**config.mk**
```make
export PLATFORM = sky130hd
export DESIGN_NAME = sc_datapath_sequencer_flat
export DESIGN_NICKNAME = d
export VERILOG_FILES = /design/src/rtl/sc_datapath_sequencer_if.sv /design/src/rtl/sc_datapath_sequencer.sv /design/src/flat_wrapper.sv
export SDC_FILE = /design/constraint.sdc
export NUM_CORES = 1
export LEC_CHECK = 0
export ABC_AREA = 1
export CAP_MARGIN = 20
export CORE_MARGIN = 3
export CORE_UTILIZATION = 52
export CTS_CLUSTER_SIZE = 10
export DETAILED_ROUTE_END_ITERATION = 8
export PLACE_DENSITY = 0.95
export SLEW_MARGIN = 5
export SYNTH_ARGS = -nofsm -noshare
export SYNTH_HDL_FRONTEND = slang
export SYNTH_SLANG_ARGS = --single-unit
```
**constraint.sdc**
```tcl
create_clock -name SC_DATAPATH_SEQUENCER_CLOCK_50 -period 3.55 [get_ports SC_DATAPATH_SEQUENCER_CLOCK_50]
set_input_delay 0.71 -clock SC_DATAPATH_SEQUENCER_CLOCK_50 [delete_from_list [all_inputs] [get_ports SC_DATAPATH_SEQUENCER_CLOCK_50]]
set_output_delay 0.71 -clock SC_DATAPATH_SEQUENCER_CLOCK_50 [all_outputs]
set_load 0.01 [all_outputs]
```
**src/rtl/sc_datapath_sequencer_if.sv**
```systemverilog
// Command handshake, ALU flag inputs and datapath control bundle of the
// WB_SYSTEM datapath sequencer.
interface sc_datapath_sequencer_if #(
    parameter int DATAWIDTH_DECODER_SELECTION    = 3,
    parameter int DATAWIDTH_MUX_SELECTION        = 3,
    parameter int DATAWIDTH_ALU_SELECTION        = 4,
    parameter int DATAWIDTH_REGSHIFTER_SELECTION = 2,
    parameter int DATAWIDTH_ITER                 = 8
);
    logic [15:0]                               cmd;
    logic                                      cmd_valid;
    logic                                      cmd_ready;
    logic                                      overflow_n;
    logic                                      carry_n;
    logic                                      negative_n;
    logic                                      zero_n;
    logic [DATAWIDTH_DECODER_SELECTION-1:0]    dec_sel;
    logic [DATAWIDTH_MUX_SELECTION-1:0]        mux_a;
    logic [DATAWIDTH_MUX_SELECTION-1:0]        mux_b;
    logic [DATAWIDTH_ALU_SELECTION-1:0]        alu_sel;
    logic                                      load_n;
    logic [DATAWIDTH_REGSHIFTER_SELECTION-1:0] shift_sel_n;
    logic                                      busy;
    logic                                      done;
    logic                                      error;
    logic [3:0]                                flags;
    logic [DATAWIDTH_ITER-1:0]                 iter_count;

    // Command source and datapath side.
    modport master (
        output cmd, cmd_valid, overflow_n, carry_n, negative_n, zero_n,
        input  cmd_ready, dec_sel, mux_a, mux_b, alu_sel, load_n, shift_sel_n,
               busy, done, error, flags, iter_count
    );

    // Sequencer side.
    modport slave (
        input  cmd, cmd_valid, overflow_n, carry_n, negative_n, zero_n,
        output cmd_ready, dec_sel, mux_a, mux_b, alu_sel, load_n, shift_sel_n,
               busy, done, error, flags, iter_count
    );
endinterface

```
**src/rtl/sc_datapath_sequencer.sv**
```systemverilog
// Multi-cycle micro-command sequencer driving the WB_SYSTEM datapath:
// operand/ALU, shifter load, optional shift, write-back, optional repeat.
module sc_datapath_sequencer #(
    parameter int DATAWIDTH_DECODER_SELECTION    = 3,
    parameter int DATAWIDTH_MUX_SELECTION        = 3,
    parameter int DATAWIDTH_ALU_SELECTION        = 4,
    parameter int DATAWIDTH_REGSHIFTER_SELECTION = 2,
    parameter int DATAWIDTH_ITER                 = 8,
    parameter int MAX_ITER                       = 255
) (
    input  logic                 SC_DATAPATH_SEQUENCER_CLOCK_50,
    input  logic                 SC_DATAPATH_SEQUENCER_Reset_InLow,
    sc_datapath_sequencer_if.slave bus
);

    localparam logic [DATAWIDTH_ITER-1:0] MAX_ITER_C = DATAWIDTH_ITER'(MAX_ITER);

    typedef enum logic [2:0] {
        S_IDLE       = 3'd0,
        S_OPERAND    = 3'd1,
        S_SHIFT_LOAD = 3'd2,
        S_SHIFT      = 3'd3,
        S_WRITEBACK  = 3'd4,
        S_CHECK      = 3'd5,
        S_DONE       = 3'd6
    } state_t;

    state_t                                    state_q, state_d;
    logic [15:0]                               cmd_q, cmd_d;
    logic [3:0]                                flags_q, flags_d;
    logic [DATAWIDTH_ITER-1:0]                 iter_q, iter_d;
    logic                                      error_q, error_d;
    logic [DATAWIDTH_DECODER_SELECTION-1:0]    dec_q, dec_d;
    logic [DATAWIDTH_MUX_SELECTION-1:0]        mux_a_q, mux_a_d;
    logic [DATAWIDTH_MUX_SELECTION-1:0]        mux_b_q, mux_b_d;
    logic [DATAWIDTH_ALU_SELECTION-1:0]        alu_q, alu_d;
    logic                                      load_n_q, load_n_d;
    logic [DATAWIDTH_REGSHIFTER_SELECTION-1:0] shsel_n_q, shsel_n_d;
    logic                                      ready_q, ready_d;
    logic                                      busy_q, busy_d;
    logic                                      done_q, done_d;

    // Fields of the held command (state decisions) and of the next command (output decode).
    logic [1:0] cur_shift_s;
    logic       cur_repeat_s;
    logic       cur_shift_en_s;
    logic [1:0] nxt_shift_s;

    assign cur_shift_s    = cmd_q[2:1];
    assign cur_repeat_s   = cmd_q[0];
    assign cur_shift_en_s = (cur_shift_s == 2'b01) || (cur_shift_s == 2'b10);
    assign nxt_shift_s    = cmd_d[2:1];

    // Next-state, command latch, flag capture and iteration bookkeeping.
    always_comb begin
        state_d = state_q;
        cmd_d   = cmd_q;
        flags_d = flags_q;
        iter_d  = iter_q;
        error_d = error_q;
        case (state_q)
            S_IDLE: begin
                if (bus.cmd_valid && ready_q) begin
                    cmd_d   = bus.cmd;
                    iter_d  = '0;
                    error_d = 1'b0;
                    state_d = S_OPERAND;
                end else begin
                    state_d = S_IDLE;
                end
            end
            S_OPERAND: begin
                flags_d = ~{bus.overflow_n, bus.carry_n, bus.negative_n, bus.zero_n};
                iter_d  = iter_q + DATAWIDTH_ITER'(1);
                state_d = S_SHIFT_LOAD;
            end
            S_SHIFT_LOAD: begin
                if (cur_shift_en_s) begin
                    state_d = S_SHIFT;
                end else begin
                    state_d = S_WRITEBACK;
                end
            end
            S_SHIFT:     state_d = S_WRITEBACK;
            S_WRITEBACK: state_d = S_CHECK;
            S_CHECK: begin
                // Loop only while repeating and the captured Zero flag is still clear.
                if (cur_repeat_s && !flags_q[0]) begin
                    if (iter_q < MAX_ITER_C) begin
                        state_d = S_OPERAND;
                    end else begin
                        state_d = S_DONE;
                        error_d = 1'b1;
                    end
                end else begin
                    state_d = S_DONE;
                end
            end
            S_DONE:  state_d = S_IDLE;
            default: state_d = S_IDLE;
        endcase
    end

    // Moore output decode from the upcoming state so outputs come straight from flops.
    always_comb begin
        dec_d     = '0;
        mux_a_d   = '0;
        mux_b_d   = '0;
        alu_d     = '0;
        load_n_d  = 1'b1;
        shsel_n_d = 2'b11;
        ready_d   = 1'b0;
        done_d    = 1'b0;
        busy_d    = 1'b1;
        case (state_d)
            S_IDLE: begin
                ready_d = 1'b1;
                busy_d  = 1'b0;
            end
            S_OPERAND: begin
                mux_a_d = cmd_d[11:9];
                mux_b_d = cmd_d[8:6];
                alu_d   = cmd_d[15:12];
            end
            S_SHIFT_LOAD: begin
                mux_a_d  = cmd_d[11:9];
                mux_b_d  = cmd_d[8:6];
                alu_d    = cmd_d[15:12];
                load_n_d = 1'b0;
            end
            S_SHIFT:     shsel_n_d = nxt_shift_s;
            S_WRITEBACK: dec_d     = cmd_d[5:3];
            S_CHECK:     busy_d    = 1'b1;
            S_DONE:      done_d    = 1'b1;
            default:     busy_d    = 1'b1;
        endcase
    end

    // Single state/output register bank; async reset returns everything to idle.
    always_ff @(posedge SC_DATAPATH_SEQUENCER_CLOCK_50 or negedge SC_DATAPATH_SEQUENCER_Reset_InLow) begin
        if (!SC_DATAPATH_SEQUENCER_Reset_InLow) begin
            state_q   <= S_IDLE;
            cmd_q     <= 16'h0000;
            flags_q   <= 4'b0000;
            iter_q    <= '0;
            error_q   <= 1'b0;
            dec_q     <= '0;
            mux_a_q   <= '0;
            mux_b_q   <= '0;
            alu_q     <= '0;
            load_n_q  <= 1'b1;
            shsel_n_q <= 2'b11;
            ready_q   <= 1'b1;
            busy_q    <= 1'b0;
            done_q    <= 1'b0;
        end else begin
            state_q   <= state_d;
            cmd_q     <= cmd_d;
            flags_q   <= flags_d;
            iter_q    <= iter_d;
            error_q   <= error_d;
            dec_q     <= dec_d;
            mux_a_q   <= mux_a_d;
            mux_b_q   <= mux_b_d;
            alu_q     <= alu_d;
            load_n_q  <= load_n_d;
            shsel_n_q <= shsel_n_d;
            ready_q   <= ready_d;
            busy_q    <= busy_d;
            done_q    <= done_d;
        end
    end

    assign bus.cmd_ready   = ready_q;
    assign bus.dec_sel     = dec_q;
    assign bus.mux_a       = mux_a_q;
    assign bus.mux_b       = mux_b_q;
    assign bus.alu_sel     = alu_q;
    assign bus.load_n      = load_n_q;
    assign bus.shift_sel_n = shsel_n_q;
    assign bus.busy        = busy_q;
    assign bus.done        = done_q;
    assign bus.error       = error_q;
    assign bus.flags       = flags_q;
    assign bus.iter_count  = iter_q;

endmodule

```
**src/flat_wrapper.sv**
```systemverilog
// flat-port wrapper written by rule: the top's interface ports become plain ports
module sc_datapath_sequencer_flat 
#(
    parameter int DATAWIDTH_DECODER_SELECTION    = 3,
    parameter int DATAWIDTH_MUX_SELECTION        = 3,
    parameter int DATAWIDTH_ALU_SELECTION        = 4,
    parameter int DATAWIDTH_REGSHIFTER_SELECTION = 2,
    parameter int DATAWIDTH_ITER                 = 8,
    parameter int MAX_ITER                       = 255
)
  (SC_DATAPATH_SEQUENCER_CLOCK_50, SC_DATAPATH_SEQUENCER_Reset_InLow, bus_cmd, bus_cmd_valid, bus_overflow_n, bus_carry_n, bus_negative_n, bus_zero_n, bus_cmd_ready, bus_dec_sel, bus_mux_a, bus_mux_b, bus_alu_sel, bus_load_n, bus_shift_sel_n, bus_busy, bus_done, bus_error, bus_flags, bus_iter_count);
  sc_datapath_sequencer_if #(.DATAWIDTH_DECODER_SELECTION(DATAWIDTH_DECODER_SELECTION), .DATAWIDTH_MUX_SELECTION(DATAWIDTH_MUX_SELECTION), .DATAWIDTH_ALU_SELECTION(DATAWIDTH_ALU_SELECTION), .DATAWIDTH_REGSHIFTER_SELECTION(DATAWIDTH_REGSHIFTER_SELECTION), .DATAWIDTH_ITER(DATAWIDTH_ITER)) bus_i ();
  input  logic SC_DATAPATH_SEQUENCER_CLOCK_50;
  input  logic SC_DATAPATH_SEQUENCER_Reset_InLow;
  input wire logic [$bits(bus_i.cmd)-1:0] bus_cmd;
  input wire logic [$bits(bus_i.cmd_valid)-1:0] bus_cmd_valid;
  input wire logic [$bits(bus_i.overflow_n)-1:0] bus_overflow_n;
  input wire logic [$bits(bus_i.carry_n)-1:0] bus_carry_n;
  input wire logic [$bits(bus_i.negative_n)-1:0] bus_negative_n;
  input wire logic [$bits(bus_i.zero_n)-1:0] bus_zero_n;
  output wire logic [$bits(bus_i.cmd_ready)-1:0] bus_cmd_ready;
  output wire logic [$bits(bus_i.dec_sel)-1:0] bus_dec_sel;
  output wire logic [$bits(bus_i.mux_a)-1:0] bus_mux_a;
  output wire logic [$bits(bus_i.mux_b)-1:0] bus_mux_b;
  output wire logic [$bits(bus_i.alu_sel)-1:0] bus_alu_sel;
  output wire logic [$bits(bus_i.load_n)-1:0] bus_load_n;
  output wire logic [$bits(bus_i.shift_sel_n)-1:0] bus_shift_sel_n;
  output wire logic [$bits(bus_i.busy)-1:0] bus_busy;
  output wire logic [$bits(bus_i.done)-1:0] bus_done;
  output wire logic [$bits(bus_i.error)-1:0] bus_error;
  output wire logic [$bits(bus_i.flags)-1:0] bus_flags;
  output wire logic [$bits(bus_i.iter_count)-1:0] bus_iter_count;
  assign bus_i.cmd = bus_cmd;
  assign bus_i.cmd_valid = bus_cmd_valid;
  assign bus_i.overflow_n = bus_overflow_n;
  assign bus_i.carry_n = bus_carry_n;
  assign bus_i.negative_n = bus_negative_n;
  assign bus_i.zero_n = bus_zero_n;
  assign bus_cmd_ready = bus_i.cmd_ready;
  assign bus_dec_sel = bus_i.dec_sel;
  assign bus_mux_a = bus_i.mux_a;
  assign bus_mux_b = bus_i.mux_b;
  assign bus_alu_sel = bus_i.alu_sel;
  assign bus_load_n = bus_i.load_n;
  assign bus_shift_sel_n = bus_i.shift_sel_n;
  assign bus_busy = bus_i.busy;
  assign bus_done = bus_i.done;
  assign bus_error = bus_i.error;
  assign bus_flags = bus_i.flags;
  assign bus_iter_count = bus_i.iter_count;
  sc_datapath_sequencer #(.DATAWIDTH_DECODER_SELECTION(DATAWIDTH_DECODER_SELECTION), .DATAWIDTH_MUX_SELECTION(DATAWIDTH_MUX_SELECTION), .DATAWIDTH_ALU_SELECTION(DATAWIDTH_ALU_SELECTION), .DATAWIDTH_REGSHIFTER_SELECTION(DATAWIDTH_REGSHIFTER_SELECTION), .DATAWIDTH_ITER(DATAWIDTH_ITER), .MAX_ITER(MAX_ITER)) u_core (.SC_DATAPATH_SEQUENCER_CLOCK_50(SC_DATAPATH_SEQUENCER_CLOCK_50), .SC_DATAPATH_SEQUENCER_Reset_InLow(SC_DATAPATH_SEQUENCER_Reset_InLow), .bus(bus_i));
endmodule
```
==> impl_metrics.prom, run 1 <==
# TYPE chip_impl_metric gauge
chip_impl_info{name="worst_r2r_startpoint",value="u_core.state_q[2]"} 1
chip_impl_metric{name="synth.lib_cells_used.distinct",unit=""} 30
chip_impl_metric{name="p_int",unit="mW"} 1.46
chip_impl_metric{name="total_leakage_power",unit="nW"} 1.42
chip_impl_info{name="worstSetupEndpointType",value="primary output"} 1
chip_impl_metric{name="cts-root-to-sink-buffers",unit=""} 2
chip_impl_metric{name="drc",unit=""} 0
chip_impl_metric{name="post_cts_hold_buffer_count",unit=""} 0
chip_impl_metric{name="start_util",unit=""} 0.561
chip_impl_metric{name="coreArea",unit="um2"} 3830
chip_impl_metric{name="final.setup_skew",unit="ps"} 7.94
chip_impl_metric{name="place.detailed.hpwl",unit="um"} 3090
chip_impl_metric{name="power.share.combinational",unit=""} 0.425
chip_impl_metric{name="critical_path_peak_fanout",unit=""} 2
chip_impl_metric{name="crit_required",unit="ps"} 2840
chip_impl_metric{name="globalRouteTotalUtil",unit=""} 0.192
chip_impl_metric{name="clock-sinks",unit=""} 51
chip_impl_metric{name="num-nets-final",unit=""} 305
chip_impl_metric{name="cts_resized",unit=""} 0
chip_impl_metric{name="detail_route.wl_per_cell",unit="um"} 13.8
chip_impl_metric{name="switching_power",unit="mW"} 0.863
chip_impl_info{name="outcome",value="complete, no violations"} 1
chip_impl_metric{name="transition_time_of_the_tightest_slew_check_pin",unit="ps"} 478
chip_impl_metric{name="largest_net_degree_at_the_start_of_global_routing",unit=""} 52
chip_impl_metric{name="syn-instance-count",unit=""} 223
chip_impl_metric{name="avgViaCountPerCell",unit=""} 5.03
chip_impl_info{name="cp_slowest_cell",value="sky130_fd_sc_hd__dfstp_2"} 1
chip_impl_metric{name="synth.avg_cell_area",unit="um2"} 9.63
chip_impl_info{name="r2r_end",value="u_core.bus.iter_count[6]"} 1
chip_impl_metric{name="synth_seq_cells",unit=""} 51
chip_impl_metric{name="worst_ep_arrival_time",unit="ps"} 1380
chip_impl_info{name="grt_setup_unrepaired",value="no"} 1
chip_impl_metric{name="worst_setup_hold_path_clk_slew",unit="ps"} 90
chip_impl_metric{name="first_pass_grt_wire_length",unit="um"} 7380
chip_impl_metric{name="yosys_warnings",unit=""} 0
chip_impl_metric{name="tritoncts_buffers",unit=""} 5
chip_impl_metric{name="min_period_over_period",unit=""} 0.589
chip_impl_metric{name="switching_power_as_a_share_of_total_power",unit=""} 0.372
chip_impl_metric{name="drive_above_1_share",unit=""} 0.142
chip_impl_metric{name="grt_remaining_overflow",unit=""} 0
chip_impl_metric{name="floorplan.rows",unit=""} 22
chip_impl_metric{name="vias_in_the_first_global_route",unit=""} 1684
chip_impl_metric{name="max-slew-margin-rel",unit=""} 0.680
chip_impl_metric{name="reg2reg_depth",unit=""} 6
chip_impl_metric{name="timing.critical_path.buf_inv",unit=""} 1
chip_impl_metric{name="place.gp.congestion",unit=""} 0.846
chip_impl_metric{name="layout_min_cycle_time",unit="ps"} 2090
chip_impl_metric{name="antenna_violating_nets_post_route",unit=""} 0
chip_impl_metric{name="antenna_found_initial",unit=""} 0
chip_impl_info{name="clock_tree_root_driver_cell",value="sky130_fd_sc_hd__clkbuf_8"} 1
chip_impl_metric{name="fp.dieArea",unit="um2"} 4940
chip_impl_metric{name="synth.yosys.seq_area_share",unit=""} 0.596
chip_impl_metric{name="die_height",unit="um"} 70.3
chip_impl_metric{name="antenna-diode-count",unit=""} 0
chip_impl_metric{name="timing.setup.tns",unit="ps"} 0
chip_impl_metric{name="timing.reg2reg.setup_slack",unit="ps"} 1800
chip_impl_metric{name="finalHoldWorstSlack",unit="ps"} 249
chip_impl_metric{name="synth_fp_nets",unit=""} 247
chip_impl_metric{name="ioPinCount",unit=""} 55
chip_impl_metric{name="final_max_slew_viol_count",unit=""} 0
chip_impl_metric{name="die-width",unit="um"} 70.3
chip_impl_metric{name="via_count",unit=""} 1659
chip_impl_info{name="cts_tree",value="built"} 1
chip_impl_metric{name="hold_violations",unit=""} 0
chip_impl_info{name="crit_chain",value="clkdlybuf4s50_1"} 1
chip_impl_metric{name="synth_area",unit="um2"} 2150
chip_impl_metric{name="finalSetupViolations",unit=""} 0
chip_impl_metric{name="register_share_of_total_power",unit=""} 0.394
chip_impl_metric{name="power.density_cell_area",unit="nW/um2"} 815
chip_impl_metric{name="max-vdd-ir-drop",unit="mV"} 0.512
chip_impl_metric{name="timing.max_cap.violations",unit=""} 0
chip_impl_metric{name="layout-area-overhead-vs-synth",unit="%"} 32.4
chip_impl_info{name="hold_class",value="in2async"} 1
chip_impl_metric{name="io_buffers",unit=""} 54
chip_impl_metric{name="crit_path_max_incr_delay",unit="ps"} 540
chip_impl_metric{name="max_clock_freq",unit="MHz"} 478
chip_impl_metric{name="cts_max_level",unit=""} 2
chip_impl_metric{name="finish.cell_count_without_fillers",unit=""} 330
chip_impl_info{name="crit_family",value="flip-flops"} 1
chip_impl_metric{name="firstDrtPassIters",unit=""} 4
chip_impl_metric{name="detail_route.iter0.violations",unit=""} 90
chip_impl_metric{name="cts_setup_buffers",unit=""} 0
chip_impl_metric{name="clk-insertion-delay-late",unit="ps"} 310
chip_impl_metric{name="power.share.clock",unit=""} 0.181
chip_impl_info{name="cp-start-kind",value="flop"} 1
chip_impl_metric{name="placed_cells",unit=""} 321
chip_impl_info{name="crit_type",value="reg2out"} 1
chip_impl_metric{name="num-fill-cells",unit=""} 269
chip_impl_metric{name="postRouteWirelength",unit="um"} 4550
-- cells in the mapped netlist --
| cell type | instances | area, um2 |
|---|---|---|
| sky130_fd_sc_hd__nor2_1 | 16 | 60.1 |
| sky130_fd_sc_hd__or2_1 | 2 | 12.5 |
| sky130_fd_sc_hd__inv_2 | 3 | 11.3 |
| sky130_fd_sc_hd__o22ai_1 | 1 | 6.26 |
| sky130_fd_sc_hd__mux2_2 | 1 | 11.3 |
| sky130_fd_sc_hd__a32o_1 | 1 | 10.0 |
| sky130_fd_sc_hd__buf_2 | 1 | 5.00 |
| sky130_fd_sc_hd__nor3_1 | 1 | 5.00 |
| sky130_fd_sc_hd__dfrtp_1 | 47 | 1180 |
| sky130_fd_sc_hd__o21ai_0 | 19 | 95.1 |
| sky130_fd_sc_hd__nand2_1 | 37 | 139 |
| sky130_fd_sc_hd__nand2_4 | 2 | 22.5 |
| sky130_fd_sc_hd__o21ai_1 | 1 | 5.00 |
| sky130_fd_sc_hd__dfstp_2 | 4 | 105 |
| sky130_fd_sc_hd__a21oi_1 | 7 | 35.0 |
| sky130_fd_sc_hd__nand2_2 | 7 | 43.8 |
| sky130_fd_sc_hd__nand3_1 | 7 | 35.0 |
| sky130_fd_sc_hd__a22o_1 | 1 | 8.76 |
| sky130_fd_sc_hd__nor2_2 | 4 | 25.0 |
| sky130_fd_sc_hd__a211oi_2 | 1 | 12.5 |
| sky130_fd_sc_hd__a22oi_1 | 1 | 7.51 |
| sky130_fd_sc_hd__nor2_4 | 5 | 56.3 |
| sky130_fd_sc_hd__a21oi_2 | 2 | 17.5 |
| sky130_fd_sc_hd__a31oi_1 | 1 | 6.26 |
| sky130_fd_sc_hd__a211oi_1 | 2 | 15.0 |
| sky130_fd_sc_hd__buf_6 | 3 | 33.8 |
| sky130_fd_sc_hd__xor2_1 | 1 | 8.76 |
| sky130_fd_sc_hd__inv_1 | 43 | 161 |
| sky130_fd_sc_hd__ha_1 | 1 | 12.5 |
| sky130_fd_sc_hd__clkbuf_2 | 1 | 5.00 |
-- per-stage QoR --
step / util / area, um2 / power [mW] / setup WS [ps]
global placement: 0.708 / 2710 / 1.83 / 1460
CTS: 0.738 / 2830 / 2.32 / 1460
floorplan: - / 2150 / 1.51 / 2040
finish: 0.744 / 2850 / 2.32 / 1460
global route: 0.744 / 2850 / 2.47 / 1440
detailed placement: 0.708 / 2710 / 1.89 / 1390
-- layout make-up --
type / instances / area, um2 / share of cell area
Clock buffer: 6 / 82.6 / 0.0290
Clock inverter: 2 / 35.0 / 0.0123
Inverter: 46 / 173 / 0.0607
Multi-Input combinational cell: 121 / 651 / 0.229
Sequential cell: 51 / 1280 / 0.450
Tap cell: 48 / 60.1 / 0.0211
Timing Repair Buffer: 56 / 563 / 0.198
-- worst register-to-register path, stage by stage (launching register included) --
cell                      delay [ps]
sky130_fd_sc_hd__dfrtp_1         440
sky130_fd_sc_hd__inv_2           100
sky130_fd_sc_hd__nand3_1         360
sky130_fd_sc_hd__inv_1           350
sky130_fd_sc_hd__nand3_1         170
sky130_fd_sc_hd__o21ai_0         170
sky130_fd_sc_hd__inv_1            60
-- worst max path at each step --
stage	startpoint	endpoint	slack (ps)	cells after the start
after global placement	bus_cmd_valid	u_core.cmd_q[0]	1460	6
after CTS	u_core.bus.cmd_ready	bus_cmd_ready	1460	1
after detailed placement	bus_cmd_valid	u_core.bus.iter_count[5]	1390	9
after floorplan	bus_cmd_valid	u_core.bus.alu_sel[0]	2040	8
final	u_core.bus.cmd_ready	bus_cmd_ready	1460	1
after global routing	u_core.bus.cmd_ready	bus_cmd_ready	1440	1
-- layer usage --
metal,share of wire,GRT usage,wire length (um),vias up
met3,0.052,0.0489,236,12
met1,0.39,0.216,1780,797
met4,0.029,0.0915,131,0
met2,0.53,0.335,2400,53
li1,-,-,-,797
met5,0,0,0,-
-- kinds of logic after synthesis --
group	Yosys count	synth area share
buffers and inverters	51	0.101
AO/OA/AOI/OAI	37	0.102
AND/OR/NAND/NOR	81	0.186
XOR/XNOR	1	0.00408
adder cells (fa/ha/maj)	1	0.00582
multiplexers	1	0.00524
flip-flops	51	0.596
-- sequential cells by signal, indices dropped and copies added (netlist names), 2 cells and up --
signal	count
u_core.cmd_q	16
u_core.bus.iter_count	8
u_core.bus.alu_sel	4
u_core.bus.flags	4
u_core.bus.dec_sel	3
u_core.bus.mux_a	3
u_core.bus.mux_b	3
u_core.state_q	3
u_core.bus.shift_sel_n	2
-- power groups by stage --
stage / registers (mW) / logic, mW / clock network [mW]
6_report: 0.915 / 0.986 / 0.419
5_1_grt: 0.937 / 1.09 / 0.441
4_1_cts: 0.912 / 0.992 / 0.421
3_5_place_dp: 0.921 / 0.973 / 0
3_3_place_gp: 0.911 / 0.920 / 0
2_1_floorplan: 0.958 / 0.550 / 0
-- placed cells by master, fill, tap and decap left out, types with 2 or more instances in the layout --
cell type                         count
sky130_fd_sc_hd__a211oi_1             2
sky130_fd_sc_hd__a21oi_1              7
sky130_fd_sc_hd__a21oi_2              2
sky130_fd_sc_hd__clkbuf_8             6
sky130_fd_sc_hd__clkdlybuf4s50_1     53
sky130_fd_sc_hd__dfrtp_1             47
sky130_fd_sc_hd__dfstp_2              4
sky130_fd_sc_hd__inv_1               43
sky130_fd_sc_hd__inv_2                3
sky130_fd_sc_hd__nand2_1             37
sky130_fd_sc_hd__nand2_2              7
sky130_fd_sc_hd__nand2_4              2
sky130_fd_sc_hd__nand3_1              7
sky130_fd_sc_hd__nor2_1              16
sky130_fd_sc_hd__nor2_2               4
sky130_fd_sc_hd__nor2_4               5
sky130_fd_sc_hd__o21ai_0             19
sky130_fd_sc_hd__or2_1                2
Note: power is estimated with default switching activity, not from simulation.
==> run 2: changes to the inputs <==
CORE_UTILIZATION = 43   (was 52)
PLACE_DENSITY = 0.85   (was 0.95)
clock period = 1.77 ns   (was 3.55 ns; I/O delays follow)
==> run 2 against run 1 <==
Power grew 89%. Non-clock buffer count is 2 higher. Hold slack got worse by 230 ps. Largest cell class unchanged. Critical path type unchanged. Critical endpoint unchanged. First-iteration DRC count decreased by 19%. Largest power group unchanged. Highest routed layer unchanged.
==> impl_metrics.prom, run 2 (same netlist as run 1, synthesis figures left out) <==
# TYPE chip_impl_metric gauge
chip_impl_info{name="outcome",value="complete, no violations"} 1
chip_impl_metric{name="timing.critical_path.buf_inv",unit=""} 1
chip_impl_info{name="hold_class",value="in2async"} 1
chip_impl_metric{name="cts_setup_buffers",unit=""} 0
chip_impl_metric{name="firstDrtPassIters",unit=""} 4
chip_impl_metric{name="drive_above_1_share",unit=""} 0.144
chip_impl_metric{name="max-vdd-ir-drop",unit="mV"} 0.821
chip_impl_metric{name="worst_setup_hold_path_clk_slew",unit="ps"} 90
chip_impl_metric{name="final.setup_skew",unit="ps"} 7.53
chip_impl_metric{name="place.gp.congestion",unit=""} 0.850
chip_impl_metric{name="hold_violations",unit=""} 0
chip_impl_info{name="layout_common_cells",value="53 x sky130_fd_sc_hd__clkdlybuf4s50_1, 47 x sky130_fd_sc_hd__dfrtp_1, 43 x sky130_fd_sc_hd__inv_1, 37 x sky130_fd_sc_hd__nand2_1, 19 x sky130_fd_sc_hd__o21ai_0"} 1
chip_impl_metric{name="power.density_cell_area",unit="nW/um2"} 1540
chip_impl_metric{name="max_clock_freq",unit="MHz"} 582
chip_impl_info{name="worstSetupEndpointType",value="primary output"} 1
chip_impl_metric{name="largest_register_ffs",unit=""} 16
chip_impl_metric{name="place.detailed.hpwl",unit="um"} 2990
chip_impl_metric{name="critical_path_peak_fanout",unit=""} 2
chip_impl_metric{name="first_pass_grt_wire_length",unit="um"} 7100
chip_impl_metric{name="p_total",unit="mW"} 4.39
chip_impl_metric{name="detail_route.wl_per_cell",unit="um"} 11.5
chip_impl_metric{name="antenna_violating_nets_post_route",unit=""} 0
chip_impl_metric{name="die_height",unit="um"} 76.7
chip_impl_metric{name="num-nets-final",unit=""} 307
chip_impl_metric{name="layout_min_cycle_time",unit="ps"} 1720
chip_impl_metric{name="max-slew-margin-rel",unit=""} 0.819
chip_impl_metric{name="timing.setup.tns",unit="ps"} 0
chip_impl_metric{name="io_buffers",unit=""} 54
chip_impl_metric{name="tritoncts_buffers",unit=""} 5
chip_impl_metric{name="vias_in_the_first_global_route",unit=""} 1641
chip_impl_metric{name="seqCellArea",unit="um2"} 1280
chip_impl_metric{name="post_cts_hold_buffer_count",unit=""} 0
chip_impl_metric{name="worst-path-stages",unit=""} 1
chip_impl_metric{name="finalSetupViolations",unit=""} 0
chip_impl_metric{name="min_period_over_period",unit=""} 0.971
chip_impl_metric{name="timing.reg2reg.setup_slack",unit="ps"} 190
chip_impl_info{name="top_register",value="u_core.cmd_q"} 1
chip_impl_metric{name="globalRouteTotalUtil",unit=""} 0.150
chip_impl_metric{name="start_util",unit=""} 0.449
chip_impl_metric{name="detail_route.iter0.violations",unit=""} 73
chip_impl_metric{name="total_leakage_power",unit="nW"} 1.41
chip_impl_metric{name="drc",unit=""} 0
chip_impl_metric{name="largest_net_degree_at_the_start_of_global_routing",unit=""} 52
chip_impl_metric{name="via_count",unit=""} 1566
chip_impl_metric{name="transition_time_of_the_tightest_slew_check_pin",unit="ps"} 269
chip_impl_metric{name="cts-root-to-sink-buffers",unit=""} 2
chip_impl_metric{name="layout-area-overhead-vs-synth",unit="%"} 32.7
chip_impl_info{name="worst_r2r_startpoint",value="u_core.bus.iter_count[0]"} 1
chip_impl_metric{name="timing.max_cap.violations",unit=""} 0
chip_impl_metric{name="grt_remaining_overflow",unit=""} 0
chip_impl_info{name="worstSetupStartpoint",value="u_core.bus.cmd_ready"} 1
chip_impl_info{name="cp_slowest_cell",value="sky130_fd_sc_hd__dfstp_2"} 1
chip_impl_info{name="crit_family",value="flip-flops"} 1
chip_impl_metric{name="area_used_by_multi_input_combinational_logic",unit="um2"} 651
chip_impl_metric{name="worst_ep_arrival_time",unit="ps"} 1360
chip_impl_metric{name="clk-insertion-delay-late",unit="ps"} 300
chip_impl_info{name="grt_setup_unrepaired",value="no"} 1
chip_impl_metric{name="postRouteWirelength",unit="um"} 4030
chip_impl_metric{name="cts_resized",unit=""} 0
chip_impl_metric{name="final_max_slew_viol_count",unit=""} 0
chip_impl_metric{name="reg2reg_depth",unit=""} 9
chip_impl_metric{name="antenna_found_initial",unit=""} 0
chip_impl_info{name="cts_tree",value="built"} 1
chip_impl_info{name="mostFrequentLayoutCell",value="sky130_fd_sc_hd__clkdlybuf4s50_1"} 1
chip_impl_metric{name="cts_max_level",unit=""} 2
chip_impl_metric{name="die-width",unit="um"} 76.7
chip_impl_metric{name="clock-sinks",unit=""} 51
chip_impl_metric{name="coreArea",unit="um2"} 4790
chip_impl_info{name="crit_chain",value="clkdlybuf4s50_1"} 1
chip_impl_info{name="clock_tree_root_driver_cell",value="sky130_fd_sc_hd__clkbuf_8"} 1
chip_impl_metric{name="ioPinCount",unit=""} 55
chip_impl_metric{name="floorplan.rows",unit=""} 25
chip_impl_metric{name="num-fill-cells",unit=""} 395
chip_impl_metric{name="antenna-diode-count",unit=""} 0
chip_impl_info{name="cp-start-kind",value="flop"} 1
chip_impl_info{name="crit_type",value="reg2out"} 1
chip_impl_metric{name="crit_required",unit="ps"} 1420
chip_impl_metric{name="crit_path_max_incr_delay",unit="ps"} 540
chip_impl_metric{name="avgViaCountPerCell",unit=""} 4.46
chip_impl_metric{name="fp.dieArea",unit="um2"} 5880
==> run 2: cell count changes in the layout (fill, tap and decap cells not counted), sizes merged <==
cell	previous run	this run
clkinvlp	0	1
buf	3	5
bufinv	1	0
==> run 2: path summary, 6_finish.rpt <==
kind                                                          endpoint
max in group asynchronous                    u_core.bus.shift_sel_n[0]
worst max-delay path                                     bus_cmd_ready
worst min register to register                     u_core.bus.flags[3]
worst min-delay path                          u_core.bus.iter_count[1]
min in group SC_DATAPATH_SEQUENCER_CLOCK_50        u_core.bus.flags[3]
worst max register to register                     u_core.bus.mux_a[0]
==> run 2: metal layers <==
metal / routed length, um / part of all wire / GRT usage
met3: 179 / 0.044 / 0.0364
met4: 102 / 0.025 / 0.0725
met1: 1680 / 0.42 / 0.174
met5: 0 / 0 / 0
met2: 2060 / 0.51 / 0.260
==> run 2: area by class of cell <==
type,instances,share of cell area
Clock buffer,6,0.0254
Clock inverter,2,0.00439
Inverter,46,0.0606
Multi-Input combinational cell,121,0.228
Sequential cell,51,0.449
Tap cell,67,0.0294
Timing Repair Buffer,58,0.203
==> run 2: metrics by stage <==
stage / cell area (um2) / util / worst slack [ps] / hold slack [ps] / instances
3_5_place_dp: 2770 / 0.578 / 19.8 / 365 / 343
2_1_floorplan: 2150 / - / 306 / 58.4 / 223
3_3_place_gp: 2770 / 0.578 / 89.6 / 359 / 343
4_1_cts: 2850 / 0.596 / 44.0 / 33.8 / 351
5_1_grt: 2850 / 0.596 / 14.7 / 43.9 / 351
6_report: 2850 / 0.596 / 52.0 / 24.0 / 351
==> run 2: report_power, final <==
group,total [mW],switching (mW),internal [mW]
registers,1.82,0.200,1.62
logic,1.93,1.07,0.863
clock network,0.637,0.360,0.276
==> run 3: changes to the inputs <==
--- a/config.mk
+++ b/config.mk
@@ -7,5 +7,5 @@
 export LEC_CHECK = 0
 export ABC_AREA = 1
-export CAP_MARGIN = 20
+export CAP_MARGIN = 5
 export CORE_MARGIN = 3
 export CORE_UTILIZATION = 43
@@ -13,4 +13,5 @@
 export DETAILED_ROUTE_END_ITERATION = 8
 export PLACE_DENSITY = 0.85
+export SKIP_CTS_REPAIR_TIMING = 1
 export SLEW_MARGIN = 5
 export SYNTH_ARGS = -nofsm -noshare
--- a/constraint.sdc
+++ b/constraint.sdc
@@ -2,3 +2,3 @@
 set_input_delay 0.354 -clock SC_DATAPATH_SEQUENCER_CLOCK_50 [delete_from_list [all_inputs] [get_ports SC_DATAPATH_SEQUENCER_CLOCK_50]]
 set_output_delay 0.354 -clock SC_DATAPATH_SEQUENCER_CLOCK_50 [all_outputs]
-set_load 0.01 [all_outputs]
+set_load 0.005 [all_outputs]
==> results of run 3 <==
The final DEF is identical to that of run 2. Status: complete, no violations.
Among the figures that moved: setup slack after layout 52.0 ps -> 87.5 ps; total power 4.39 mW -> 4.30 mW; worst IR drop on VDD 0.821 mV -> 0.798 mV
